**config.mk**
```make
export PLATFORM = sky130hd
export DESIGN_NAME = bcd_to_bin_seq
export DESIGN_NICKNAME = d
export VERILOG_FILES = /design/src/rtl/bcd_to_bin_seq.sv
export SDC_FILE = /design/constraint.sdc
export NUM_CORES = 1
export LEC_CHECK = 0
export ABC_AREA = 1
export CAP_MARGIN = 20
export CORE_MARGIN = 10
export CORE_UTILIZATION = 30
export CTS_CLUSTER_DIAMETER = 200
export CTS_CLUSTER_SIZE = 16
export DETAILED_ROUTE_END_ITERATION = 8
export PLACE_DENSITY = 0.53
export SLEW_MARGIN = 20
export SYNTH_ARGS = -nofsm -noshare
export SYNTH_HDL_FRONTEND = slang
export SYNTH_SLANG_ARGS = --single-unit
```
**constraint.sdc**
```tcl
create_clock -name Clock -period 2.85 [get_ports Clock]
set_input_delay 0.855 -clock Clock [delete_from_list [all_inputs] [get_ports Clock]]
set_output_delay 0.855 -clock Clock [all_outputs]
set_load 0.01 [all_outputs]
```
**src/rtl/bcd_to_bin_seq.sv**
```systemverilog
// Sequential BCD-to-binary converter: one digit per clock, MSD first,
// acc = acc*10 + digit, with a start/busy/done handshake.
module bcd_to_bin_seq #(
  parameter int DIGITS = 4,
  parameter int BIN_W  = 14
) (
  input  logic                  Clock,
  input  logic                  Resetn,
  input  logic                  Start,
  input  logic [4*DIGITS-1:0]   BCD,
  output logic                  Busy,
  output logic                  Done,
  output logic [BIN_W-1:0]      Bin,
  output logic                  Err
);

  localparam int CNT_W = (DIGITS > 1) ? $clog2(DIGITS) : 1;

  localparam logic [1:0] IDLE    = 2'd0;
  localparam logic [1:0] CONVERT = 2'd1;
  localparam logic [1:0] S_DONE  = 2'd2;

  logic [1:0]          state;
  logic [4*DIGITS-1:0] word;
  logic [BIN_W-1:0]    acc;
  logic [CNT_W-1:0]    cnt;
  logic                err_int;

  logic [3:0]          digit;
  logic [BIN_W+3:0]    acc_wide;
  logic [BIN_W-1:0]    acc_next;
  logic                err_next;

  // Multiply by ten as shift-and-add in a widened datapath, then wrap.
  always_comb begin
    digit    = word[{cnt, 2'b00} +: 4];
    acc_wide = ({4'b0000, acc} << 3) + ({4'b0000, acc} << 1)
             + {{BIN_W{1'b0}}, digit};
    acc_next = acc_wide[BIN_W-1:0];
    err_next = err_int | (digit > 4'd9);
  end

  always_ff @(posedge Clock) begin
    if (!Resetn) begin
      state   <= IDLE;
      word    <= '0;
      acc     <= '0;
      cnt     <= '0;
      err_int <= 1'b0;
      Busy    <= 1'b0;
      Done    <= 1'b0;
      Bin     <= '0;
      Err     <= 1'b0;
    end else begin
      case (state)
        IDLE: begin
          Done <= 1'b0;
          if (Start) begin
            word    <= BCD;
            acc     <= '0;
            cnt     <= CNT_W'(DIGITS - 1);
            err_int <= 1'b0;
            Busy    <= 1'b1;
            state   <= CONVERT;
          end
        end
        CONVERT: begin
          acc     <= acc_next;
          err_int <= err_next;
          if (cnt == '0) begin
            // Any invalid digit forces the published result to zero.
            Bin   <= err_next ? '0 : acc_next;
            Err   <= err_next;
            Busy  <= 1'b0;
            Done  <= 1'b1;
            state <= S_DONE;
          end else begin
            cnt <= cnt - 1'b1;
          end
        end
        S_DONE: begin
          Done  <= 1'b0;
          state <= IDLE;
        end
        default: begin
          state <= IDLE;
        end
      endcase
    end
  end

endmodule

```
==> flow_summary_export.csv <==
group,metric,value,unit
floorplanning,start_util,31.2,%
placement,dp_cells,526,
critical_path,cp_max_fo,10,
cells_and_area,fin_cells,534,
detailed_routing,vias_per_cell,4.64,
clocking,htreeDepth,2,
detailed_routing,routed_wl,6690,um
critical_path,max_stage_delay,0.52,ns
logic_synthesis,syn_area_per_cell,7.10,um^2
cells_and_area,antenna_cells,0,
global_route,grt_max_degree,20,
global_route,overflow,0,
detailed_routing,drc,0,
detailed_routing,routed-wl-met3,250,um
logic_synthesis,netlist_area,2760,um^2
logic_synthesis,yosysSeqAreaShare,37.0,%
critical_path,crit_type,"reg -> reg",
logic_synthesis,synth.distinct_cells,32,
floorplanning,ios,36,
timing,slew_headroom,65.7,%
global_route,grt_pass1_vias,2421,
timing,fmaxAchievable,387,MHz
floorplanning,coreArea,8850,um^2
logic_synthesis,yosys_warnings,0,
timing,setup-tns-final,0,ns
timing,fin_ws,0.269,ns
cells_and_area,drive_above_1_share,7.28,%
detailed_routing,wl_per_cell,12.5,um
timing,fin_crit,2.58,ns
clocking,clockBufferDepth,2,
placement,preCtsSetupSlack,0.0903,ns
critical_path,endpoint_kind,"flop",
clocking,cts_tree,"built",
timing,slew_violations,0,
power,p_per_area,469,nW/um^2
floorplanning,rows,34,
detailed_routing,drtPass1Iterations,4,
floorplanning,dieHeight,116,um
timing,hold_viol,0,
clocking,cts.clk_slew.worst_paths,0.10,ns
detailed_routing,drt_iter0_markers,100,
detailed_routing,route.met2.wl,3110,um
floorplanning,fp.dieW,116,um
placement,hpwl,5120,um
logic_synthesis,synth_nets,433,
logic_synthesis,ys_ff_latch,51,
global_route,antenna_found_initial,0,
timing,setup_viol,0,
detailed_routing,ant_nets,0,
clocking,numCtsBuffers,5,
critical_path,worstPathArrival,2.79,ns
floorplanning,die_area,13400,um^2
critical_path,cp.required,3.06,ns
cells_and_area,area_growth,20.8,%
critical_path,crit_top_cell,"nand3_1",
critical_path,start_kind,"flop",
clocking,clock-root-buffer,"clkbuf_8",
power,power.leakage,0.00148,uW
global_route,grt_pass1_wl,11400,um
detailed_routing,drt-met1-wl,3220,um
global_route,track_usage,10.4,%
timing,worst_pin_slew,0.512,ns
detailed_routing,vias,2479,
critical_path,slowest_stage,"fa_1",
clocking,clock_sinks,51,
critical_path,reg2reg_slack,0.27,ns
status,outcome,"complete, no violations",
timing,fin_skew,0.00753,ns
power,ir_drop,0.203,mV
clocking,clock_latency,0.31,ns
detailed_routing,top_layer_used,"met4",
clocking,postCtsHoldBufs,0,
logic_synthesis,netlist_instances,389,
critical_path,critPathBufInv,3,
min_path,hp-class,"reg -> reg",
run,max-cap-violations,0,
cells_and_area,final_nets,469,
timing,rsz0062_at_grt,"no",
placement,portBuffers,35,
critical_path,crit_family,"simple AND/OR/NAND/NOR gates",
power,total_power,1560,uW
placement,gp_congestion,0.867,
critical_path,path_cells,"inv_6, nand2_1, nand3_1, and2_4, inv_1, fa_1, inv_1, ha_1, nand3_1, nand3_1, nand2_1, nand2_1, or2_2, nand3_1, a21oi_1",
timing,timing.final.crit_share,90.6,%
## cell usage after synthesis
library cell,count,share of area (%)
a22oi_1,1,0.27
a21oi_2,4,1.3
buf_6,2,0.82
o21ai_0,18,3.3
a221oi_1,1,0.32
clkbuf_1,5,0.68
xor2_1,2,0.63
nand3b_1,4,1.1
buf_1,3,0.41
o211ai_1,1,0.27
xnor2_1,2,0.63
buf_4,1,0.27
inv_2,1,0.14
nor2_8,1,0.72
nor2_1,53,7.2
nand4_1,3,0.68
ha_1,23,10
o22ai_1,1,0.23
o21bai_1,2,0.54
a21oi_1,31,5.6
nand2_2,3,0.68
clkinv_1,1,0.14
dfxtp_1,51,37
inv_1,32,4.3
inv_6,1,0.32
nand3_1,20,3.6
buf_2,1,0.18
nand2_1,115,16
nand2_4,1,0.41
fa_1,2,1.4
and2_4,1,0.32
or2_2,2,0.45
## kinds of logic after synthesis
| family | synth area share, % |
|---|---|
| buf+inv | 7.29 |
| simple gates | 30.8 |
| fa+ha+maj | 11.9 |
| flops | 37.0 |
| xor+xnor | 1.27 |
| compound gates | 11.8 |
## per-stage QoR
step           hold WS (ns)  utilization (%)  instance area (um^2)
3_3_place_gp          0.452             36.5                  3230
2_1_floorplan         0.447                -                  2760
6_report              0.465             37.7                  3330
3_5_place_dp          0.454             36.5                  3230
4_1_cts               0.469             37.6                  3330
5_1_grt               0.492             37.7                  3330
## cell type report
cell class,count,area (um^2)
Inverter,35,136
Clock inverter,2,16.3
Fill cell,957,5510
Timing Repair Buffer,41,395
Sequential cell,51,1030
Tap cell,108,135
Multi-Input combinational cell,291,1540
Clock buffer,6,82.6
## what timing repair did
item | 4_1_cts | 5_1_grt
buffers inserted | 0 | 0
setup endpoints to repair | 0 | 15
resized for setup | 0 | 4
## per-layer routing
metal  GRT usage [%]  vias to the layer above
met2            17.2                       38
met1            13.0                     1113
met3            2.48                        8
li1                -                     1320
met4            3.34                        0
met5               0                        -
## worst paths after layout
kind,startpoint,end,cells past startpoint
min reg2reg,Done,Done,2
max,cnt[0],Bin[7],15
min,Done,Done,2
max reg2reg,cnt[0],Bin[7],15
## layout by cell type, fill, tap and decap left out, types with 3 or more instances in the layout
cell type        count
a21oi_1             31
a21oi_2              4
buf_4                6
clkbuf_8             6
clkdlybuf4s50_1     35
dfxtp_1             49
ha_1                23
inv_1               32
nand2_1            115
nand2_2              3
nand3_1             20
nand3b_1             4
nand4_1              3
nor2_1              53
o21ai_0             18
## power breakdown
part           switching [uW]  leakage, uW  internal, uW
Clock                     254    0.0000474           199
Sequential               31.8     0.000417           757
Combinational             190      0.00101           132
Total                     476      0.00148          1090
## worst reg2reg max path: stages, from the launching register on
cell and delay (ns):
dfxtp_4 0.40, inv_6 0.10, nand2_1 0.06, nand3_1 0.06
and2_4 0.14, inv_1 0.04, fa_1 0.52, inv_1 0.06
ha_1 0.30, nand3_1 0.07, nand3_1 0.15, nand2_1 0.10
nand2_1 0.06, or2_2 0.28, nand3_1 0.09, a21oi_1 0.06
## state kept, by name (all words and copies together), names as in the netlist
name and cells:
state 2, Bin 14, word 16, err_int 1
Done 1, Busy 1, cnt 2, Err 1
acc 13
(Power assumes the default switching activity.)
